[config.mk]
export PLATFORM = sky130hd
export DESIGN_NAME = mmio_uart_tx_flat
export DESIGN_NICKNAME = d
export VERILOG_FILES = /design/src/rtl/mmio_uart_tx_if.sv /design/src/rtl/mmio_uart_tx.sv /design/src/flat_wrapper.sv
export SDC_FILE = /design/constraint.sdc
export NUM_CORES = 1
export LEC_CHECK = 0
export CORE_UTILIZATION = 45
export DETAILED_ROUTE_END_ITERATION = 8
export PLACE_DENSITY = 0.74
export SYNTH_ARGS = -nofsm -noshare
export SYNTH_HDL_FRONTEND = slang
export SYNTH_SLANG_ARGS = --single-unit
[constraint.sdc]
create_clock -name clk -period 6.7 [get_ports clk]
set_input_delay 1.675 -clock clk [delete_from_list [all_inputs] [get_ports clk]]
set_output_delay 1.675 -clock clk [all_outputs]
set_load 0.02 [all_outputs]
[src/rtl/mmio_uart_tx_if.sv]
// Core load/store data-port bundle shared by data memory and the UART transmitter.
interface mmio_uart_tx_if;
  logic        rd_en;
  logic        wr_en;
  logic [31:0] m_addr;
  logic [31:0] m_wr_dat;
  logic [31:0] m_rd_dat;

  modport master (output rd_en, output wr_en, output m_addr, output m_wr_dat, input m_rd_dat);
  modport slave  (input rd_en, input wr_en, input m_addr, input m_wr_dat, output m_rd_dat);
endinterface

[src/rtl/mmio_uart_tx.sv]
// Memory-mapped 8N1 UART transmitter: TXDATA pushes into a small FIFO, a bit-timed
// FSM serialises it on tx. Read data is zero unless selected so it can be ORed onto the bus.
module mmio_uart_tx #(
  parameter logic [31:0] BASE_ADDR    = 32'h0000_1000,
  parameter int          CLKS_PER_BIT = 16,
  parameter int          FIFO_DEPTH   = 8
) (
  input  logic          clk,
  input  logic          reset,
  mmio_uart_tx_if.slave bus,
  output logic          tx,
  output logic          busy
);

  localparam int PTR_W  = $clog2(FIFO_DEPTH);
  localparam int CNT_W  = PTR_W + 1;
  localparam int BAUD_W = $clog2(CLKS_PER_BIT);
  localparam logic [BAUD_W-1:0] BAUD_RELOAD = BAUD_W'(CLKS_PER_BIT - 1);
  localparam logic [CNT_W-1:0]  CNT_FULL    = CNT_W'(FIFO_DEPTH);

  typedef enum logic [1:0] {
    ST_IDLE  = 2'd0,
    ST_START = 2'd1,
    ST_DATA  = 2'd2,
    ST_STOP  = 2'd3
  } state_t;

  state_t            state_r, state_nxt_s;
  logic [BAUD_W-1:0] baud_r, baud_nxt_s;
  logic [2:0]        bit_r, bit_nxt_s;
  logic [7:0]        shift_r, shift_nxt_s;
  logic              tx_r, tx_nxt_s;
  logic              busy_r, busy_nxt_s;

  logic [7:0]       mem_r [FIFO_DEPTH];
  logic [PTR_W-1:0] wr_ptr_r, rd_ptr_r;
  logic [CNT_W-1:0] count_r, count_nxt_s;
  logic             ovf_r;

  logic        hit_s, wr_txdata_s, wr_status_s, full_s, empty_s, push_s, pop_s;
  logic [1:0]  sel_s;
  logic [31:0] rd_dat_s;
  logic        unused_s;

  function automatic logic [31:0] pack_status(input logic [CNT_W-1:0] cnt, input logic ovf,
                                              input logic empty, input logic full,
                                              input logic bsy);
    return {16'h0000, 8'(cnt), 4'h0, ovf, empty, full, bsy};
  endfunction

  assign hit_s       = (bus.m_addr[31:4] == BASE_ADDR[31:4]);
  assign sel_s       = bus.m_addr[3:2];
  assign wr_txdata_s = bus.wr_en & hit_s & (sel_s == 2'd0);
  assign wr_status_s = bus.wr_en & hit_s & (sel_s == 2'd1);
  assign full_s      = (count_r == CNT_FULL);
  assign empty_s     = (count_r == {CNT_W{1'b0}});
  assign push_s      = wr_txdata_s & ~full_s;
  assign unused_s    = ^{bus.m_addr[1:0], bus.m_wr_dat[31:8]};

  // Serialiser next state; a frame end with data waiting goes straight to START.
  always_comb begin
    state_nxt_s = state_r;
    baud_nxt_s  = baud_r;
    bit_nxt_s   = bit_r;
    shift_nxt_s = shift_r;
    pop_s       = 1'b0;
    case (state_r)
      ST_IDLE: begin
        if (!empty_s) begin
          pop_s       = 1'b1;
          shift_nxt_s = mem_r[rd_ptr_r];
          bit_nxt_s   = 3'd0;
          baud_nxt_s  = BAUD_RELOAD;
          state_nxt_s = ST_START;
        end else begin
          state_nxt_s = ST_IDLE;
        end
      end
      ST_START: begin
        if (baud_r == {BAUD_W{1'b0}}) begin
          baud_nxt_s  = BAUD_RELOAD;
          state_nxt_s = ST_DATA;
        end else begin
          baud_nxt_s = baud_r - BAUD_W'(1);
        end
      end
      ST_DATA: begin
        if (baud_r == {BAUD_W{1'b0}}) begin
          baud_nxt_s  = BAUD_RELOAD;
          shift_nxt_s = {1'b0, shift_r[7:1]};
          if (bit_r == 3'd7) begin
            state_nxt_s = ST_STOP;
          end else begin
            bit_nxt_s = bit_r + 3'd1;
          end
        end else begin
          baud_nxt_s = baud_r - BAUD_W'(1);
        end
      end
      ST_STOP: begin
        if (baud_r == {BAUD_W{1'b0}}) begin
          if (!empty_s) begin
            pop_s       = 1'b1;
            shift_nxt_s = mem_r[rd_ptr_r];
            bit_nxt_s   = 3'd0;
            baud_nxt_s  = BAUD_RELOAD;
            state_nxt_s = ST_START;
          end else begin
            state_nxt_s = ST_IDLE;
          end
        end else begin
          baud_nxt_s = baud_r - BAUD_W'(1);
        end
      end
      default: state_nxt_s = ST_IDLE;
    endcase
  end

  // Outputs are computed from the next state so tx and busy can be registered.
  always_comb begin
    count_nxt_s = count_r;
    case ({push_s, pop_s})
      2'b10:   count_nxt_s = count_r + CNT_W'(1);
      2'b01:   count_nxt_s = count_r - CNT_W'(1);
      default: count_nxt_s = count_r;
    endcase
    case (state_nxt_s)
      ST_START: tx_nxt_s = 1'b0;
      ST_DATA:  tx_nxt_s = shift_nxt_s[0];
      default:  tx_nxt_s = 1'b1;
    endcase
    busy_nxt_s = (count_nxt_s != {CNT_W{1'b0}}) || (state_nxt_s != ST_IDLE);
  end

  // Serialiser state register.
  always_ff @(posedge clk) begin
    if (reset) begin
      state_r <= ST_IDLE;
      baud_r  <= {BAUD_W{1'b0}};
      bit_r   <= 3'd0;
      shift_r <= 8'h00;
      tx_r    <= 1'b1;
      busy_r  <= 1'b0;
    end else begin
      state_r <= state_nxt_s;
      baud_r  <= baud_nxt_s;
      bit_r   <= bit_nxt_s;
      shift_r <= shift_nxt_s;
      tx_r    <= tx_nxt_s;
      busy_r  <= busy_nxt_s;
    end
  end

  // FIFO bookkeeping and sticky overflow; a set beats a same-cycle clear.
  always_ff @(posedge clk) begin
    if (reset) begin
      wr_ptr_r <= {PTR_W{1'b0}};
      rd_ptr_r <= {PTR_W{1'b0}};
      count_r  <= {CNT_W{1'b0}};
      ovf_r    <= 1'b0;
    end else begin
      if (push_s) wr_ptr_r <= wr_ptr_r + PTR_W'(1);
      if (pop_s)  rd_ptr_r <= rd_ptr_r + PTR_W'(1);
      count_r <= count_nxt_s;
      if (wr_txdata_s && full_s) begin
        ovf_r <= 1'b1;
      end else if (wr_status_s && bus.m_wr_dat[3]) begin
        ovf_r <= 1'b0;
      end else begin
        ovf_r <= ovf_r;
      end
    end
  end

  always_ff @(posedge clk) begin
    if (push_s) mem_r[wr_ptr_r] <= bus.m_wr_dat[7:0];
  end

  // Read mux: only STATUS carries data, everything else reads as zero.
  always_comb begin
    rd_dat_s = 32'h0000_0000;
    if (bus.rd_en && hit_s) begin
      case (sel_s)
        2'd1:    rd_dat_s = pack_status(count_r, ovf_r, empty_s, full_s, busy_r);
        default: rd_dat_s = 32'h0000_0000;
      endcase
    end else begin
      rd_dat_s = 32'h0000_0000;
    end
  end

  assign bus.m_rd_dat = rd_dat_s;
  assign tx           = tx_r;
  assign busy         = busy_r;

endmodule

[src/flat_wrapper.sv]
// flat-port wrapper written by rule: the top's interface ports become plain ports
module mmio_uart_tx_flat 
#(
  parameter logic [31:0] BASE_ADDR    = 32'h0000_1000,
  parameter int          CLKS_PER_BIT = 16,
  parameter int          FIFO_DEPTH   = 8
)
  (clk, reset, tx, busy, bus_rd_en, bus_wr_en, bus_m_addr, bus_m_wr_dat, bus_m_rd_dat);
  mmio_uart_tx_if bus_i ();
  input  logic clk;
  input  logic reset;
  output logic tx;
  output logic busy;
  input wire logic [$bits(bus_i.rd_en)-1:0] bus_rd_en;
  input wire logic [$bits(bus_i.wr_en)-1:0] bus_wr_en;
  input wire logic [$bits(bus_i.m_addr)-1:0] bus_m_addr;
  input wire logic [$bits(bus_i.m_wr_dat)-1:0] bus_m_wr_dat;
  output wire logic [$bits(bus_i.m_rd_dat)-1:0] bus_m_rd_dat;
  assign bus_i.rd_en = bus_rd_en;
  assign bus_i.wr_en = bus_wr_en;
  assign bus_i.m_addr = bus_m_addr;
  assign bus_i.m_wr_dat = bus_m_wr_dat;
  assign bus_m_rd_dat = bus_i.m_rd_dat;
  mmio_uart_tx #(.BASE_ADDR(BASE_ADDR), .CLKS_PER_BIT(CLKS_PER_BIT), .FIFO_DEPTH(FIFO_DEPTH)) u_core (.clk(clk), .reset(reset), .bus(bus_i), .tx(tx), .busy(busy));
endmodule
Yosys cells after proc, flatten, opt, wreduce, memory -nomap -nowiden --
Memories as Yosys holds them, arrays and structs flattened. A register that Yosys moved wholly into a read port is not among the register bits. Cells that the tools add are included.
Operators by class: muxes and demuxes 32, div/mod/pow operators 0, shift operators 0, order comparisons 0, $add $sub $neg 6, $mul 0, bitwise logic cells 5, reduce and logical (&&, ||, !) cells 15, equality and inequality tests 14
Operator list (count):
- $eq 28x9->1 const B | 1
- $mux 12 | 2
- $mux 8 | 3
- $pmux 8 s3 | 1
- $mux 3 | 6
- $mux 4 | 3
- $pmux 4 s3 | 1
- $add 3x1->3 const B | 3
- $pmux 3 s3 | 1
- $eq 2x1->1 const B | 4
- $eq 2x2->1 const B | 4
- $logic_not 4->1 | 2
- $mux 2 | 4
- $pmux 2 s4 | 1
- $pmux 4 s2 | 1
- $sub 4x1->4 const B | 2
- $mux 1 | 7
- $add 4x1->4 const B | 1
- $and 1x1->1 | 4
- $eq 4x4->1 const B | 1
- $logic_not 2->1 | 2
- $ne 2x1->1 const B | 2
- $pmux 1 s2 | 2
- $reduce_and 4->1 | 1
- 10 further kinds | 13
Word-level totals: bits in latches 0, memories kept 1, memory bits (read-only) 0, flip-flop bits (word level) 30, output and inout port bits 34, memory bits (writable) 64
Memories:
- u_core.mem_r | depth 8, bits a word 8, rd ports 1, clocked after memory_dff 1, wr ports 1, RTL line mmio_uart_tx.sv:35 | logic [7:0] mem_r [FIFO_DEPTH];

Longest topological paths before layout --
Gate-level depths: netlist of run 1.
word-level depth 8, depth in mapped cells 13

Worst setup path after synthesis of run 1 --
OpenSTA, ideal clock, no wires.
path type input -> output, from input port bus_m_addr[5], to output port bus_m_rd_dat[2], path slack 2080 ps, stages on the path 3, data arrival time 2945 ps, required time 5025 ps, path through nor4_1 -> nand4_1 -> nor4_1
On the way: cells in the longest elaborated chain, start to end 3
RTL lines:
- from (decl) | RTL line flat_wrapper.sv:16 | input wire logic [$bits(bus_i.m_addr)-1:0] bus_m_addr;
- $eq 28x9->1 | RTL line mmio_uart_tx.sv:51 | assign hit_s = (bus.m_addr[31:4] == BASE_ADDR[31:4]);
- $logic_and 1x1->1 | RTL line mmio_uart_tx.sv:182 | if (bus.rd_en && hit_s) begin
- $mux 12 | RTL line mmio_uart_tx.sv:182
- to (decl) | RTL line flat_wrapper.sv:18 | output wire logic [$bits(bus_i.m_rd_dat)-1:0] bus_m_rd_dat;
No other way between the ends.

Final worst setup path of run 1 --
from input port bus_m_addr[8], to output port bus_m_rd_dat[1]
Same word-level chain as after synthesis.

==> results of run 1 <==
[report_power, final]
group          leakage (µW)  switching (µW)  internal [µW]  total [µW]
clock network      0.000105             232            153         384
registers          0.000841      0.00000448            636         636
logic              0.000925            23.9           22.7        46.7
total               0.00187             256            811        1070
[metal layers]
layer | up-vias | track usage [%] | part of all wire (%)
met1 | 1394 | 20.73 | 44
met5 | - | 0 | 0
li1 | 1418 | - | -
met2 | 64 | 28.33 | 51
met4 | 0 | 5.901 | 1.5
met3 | 15 | 3.147 | 3.2
[per-stage QoR]
| step | hold slack, ns | utilization [%] | setup slack, ns | total power (µW) |
|---|---|---|---|---|
| floorplan | 0.4356 | - | 2.080 | 676.8 |
| global placement | 0.4459 | 52.11 | 1.020 | 694.7 |
| detailed placement | 0.4524 | 52.11 | 0.9782 | 695.6 |
| CTS | 0.4673 | 54.24 | 0.9797 | 1074 |
| global route | 0.4878 | 54.24 | 0.7103 | 1102 |
| finish | 0.4672 | 54.24 | 1.003 | 1067 |
[layout by cell type (no fill, tap or decap), types with 3 or more instances in the layout]
cell	synthesis	routed
edfxtp_1	64	64
clkdlybuf4s50_1	0	51
nor2_1	42	42
dfxtp_1	33	33
conb_1	1	24
a21oi_1	16	16
ha_1	14	14
nand2_1	13	13
inv_1	11	11
nor3_1	9	9
mux4_1	9	9
clkbuf_8	0	9
mux2i_1	8	8
nor4_1	7	7
mux2_2	7	7
and2_1	6	6
nor2b_1	6	6
mux4_2	5	5
a222oi_1	5	5
a211oi_1	5	5
xor2_1	4	4
o21ai_0	4	4
o31ai_1	4	4
nand2b_1	3	3
a21o_1	3	3
a311oi_1	3	3
inv_6	0	3
buf_4	25	3
[registers in the layout (all words and copies together), names as in the netlist, named ones only]
| register | cells |
|---|---|
| u_core.count_r | 4 |
| u_core.bit_r | 3 |
| u_core.tx | 1 |
| u_core.rd_ptr_r | 3 |
| u_core.wr_ptr_r | 3 |
| u_core.state_r | 2 |
| u_core.shift_r | 8 |
| u_core.mem_r | 64 |
| u_core.baud_r | 4 |
| u_core.ovf_r | 1 |
| u_core.busy | 1 |
[cells by family (layout without fill, tap and decap cells)]
logic type,Yosys count,after routing,share of synthesized area (%)
buf+inv,52,81,7.014
compound gates,56,56,8.525
xor+xnor,5,5,0.9441
flops,97,97,55.68
mux,29,29,10.95
other cells,1,24,0.08085
fa+ha+maj,14,14,3.777
simple gates,108,108,13.03
[critical path: cells and delay by family]
| kind | cells | cell delay, ns |
|---|---|---|
| simple gates | 4 | 1.34 |
| buf+inv | 2 | 1.00 |
[final timing paths]
check | start | endpoint
worst min register to register | u_core.bit_r[2]$_SDFFE_PP0P_ | u_core.bit_r[2]$_SDFFE_PP0P_
worst max register to register | u_core.count_r[1]$_SDFF_PP0_ | u_core.busy$_SDFF_PP0_
worst min-delay path | u_core.bit_r[2]$_SDFFE_PP0P_ | u_core.bit_r[2]$_SDFFE_PP0P_
worst max-delay path | bus_m_addr[8] | bus_m_rd_dat[1]
[cell type report]
class                      instances  area, µm²
tap                              133      166.4
timing repair buffer              54      533.0
inverter                          11      41.29
sequential                        97       2582
fill                             802       4514
clock buffer                       9      123.9
multi-input combinational        236       1817
clock inverter                     7      86.33
==> metrics, run 1 <==
DRT iter0 DRCs=129; Slowest-stage cell, CP=clkdlybuf4s50_1; Max Transition Viols Final=0; vias per cell=5.285; clk slew on worst S/H paths=0.10 ns; clk_lat worst skew=0.37 ns; Area Overhead vs Synth=15.35%; FF-to-FF path depth=10; Final setup viols=0; post-route DRC violation count=0; fin crit period=5.697 ns; Arr. time, crit path=4.02 ns; CTS tree=done; final cell count without fillers=547; fin area=5350 µm²; Syn Inst Count=362; I/O Buffers=51; worst path cell trace=clkdlybuf4s50_1, nor4_1, nand4_1, nor3_1, and2_1, clkdlybuf4s50_1; Synth area leaders=edfxtp_1, dfxtp_1, mux4_1; syn avg cell area=12.81 µm²; die area=10720 µm²; Initial DRT Pass Iterations=4; list of most frequent post-synthesis cells=edfxtp_1, nor2_1, dfxtp_1, buf_4, a21oi_1; Post-CTS Hold Buffers=0; EDFF count, synth=64; # resized after CTS=0; first-pass GRT wire length=14060 µm; Inst Count DP=531; DP Area=5140 µm²; WL final=8393 µm; run status=finished clean; hold depth=2; unrepaired setup endpoints after global routing=no; Cell Rows=36; die height=103.5 µm; final hold violations=0; setup TNS=0 ns; DR vias=2891; grt total ovfl=0; Pleak=0.001871 µW; vias in the first global route=2833; Final HPWL DP=5837 µm; WL/cell=15.34 µm; count leader, synth=edfxtp_1; Tcrit/Tclk final=85.03%; H-tree levels=3; clock skew=0.01572 ns; peak supply drop=0.1421 mV; # IOs=102; Reg2Reg Setup Slack=3.38 ns; fmax=0.1755 GHz; PD cells=199.4 nW/µm²; largest net degree at the start of global routing=30; setup bufs post-CTS=0; Yosys reg bits=97; Synth area leader=edfxtp_1; initial antenna violation count=0; worst-margin pin slew=0.9295 ns; TritonCTS buffer count=9; synthesized cell area=4638 µm²; CP peak stage delay=0.60 ns; fraction of registers with async set/reset=0%; post-route ant nets=0; Max-slew headroom=37.80%; Critical Path Start Type=primary input; die width=103.5 µm; library cells used by synthesis=61; min-delay worst type=reg -> reg; WS Path Type=in -> out; final antenna diode count=0; Layout Nets=491; Starting Density=47.02%; Ys Warns=0; CTS max path bufs=2; Worst Setup End Kind=output pin; area of the core=9864 µm²; clock sinks=97; root buf cell=clkbuf_8; total track usage=16.49%; Worst EP required=5.03 ns; max_cap viols=0; crit-path max FO=6; layout cells sized above 1=9.662%; Final GP Congestion=0.7632; sequential share of the synthesized area=55.68%; top-area cell type share of the netlist area=41.44%; CP dominant cell by count=clkdlybuf4s50_1; Main synth FF type=edfxtp_1
Power figures use the tool's default switching activity.
==> inputs of run 2 (changes only) <==
--- a/config.mk
+++ b/config.mk
@@ -5,6 +5,7 @@
 export SDC_FILE = /design/constraint.sdc
 export NUM_CORES = 1
 export LEC_CHECK = 0
+export ABC_CLOCK_PERIOD_IN_PS = 6700
 export CORE_UTILIZATION = 45
 export DETAILED_ROUTE_END_ITERATION = 8
 export PLACE_DENSITY = 0.74
==> results of run 2 <==
The final DEF is identical to that of run 1; final timing and power are the same.
==> inputs of run 3 (changes only) <==
--- a/config.mk
+++ b/config.mk
@@ -9,6 +9,7 @@
 export CORE_UTILIZATION = 45
 export DETAILED_ROUTE_END_ITERATION = 8
 export PLACE_DENSITY = 0.74
+export SLEW_MARGIN = 10
 export SYNTH_ARGS = -nofsm -noshare
 export SYNTH_HDL_FRONTEND = slang
 export SYNTH_SLANG_ARGS = --single-unit
==> results of run 3 <==
The final DEF is identical to that of run 1; final timing and power are the same.
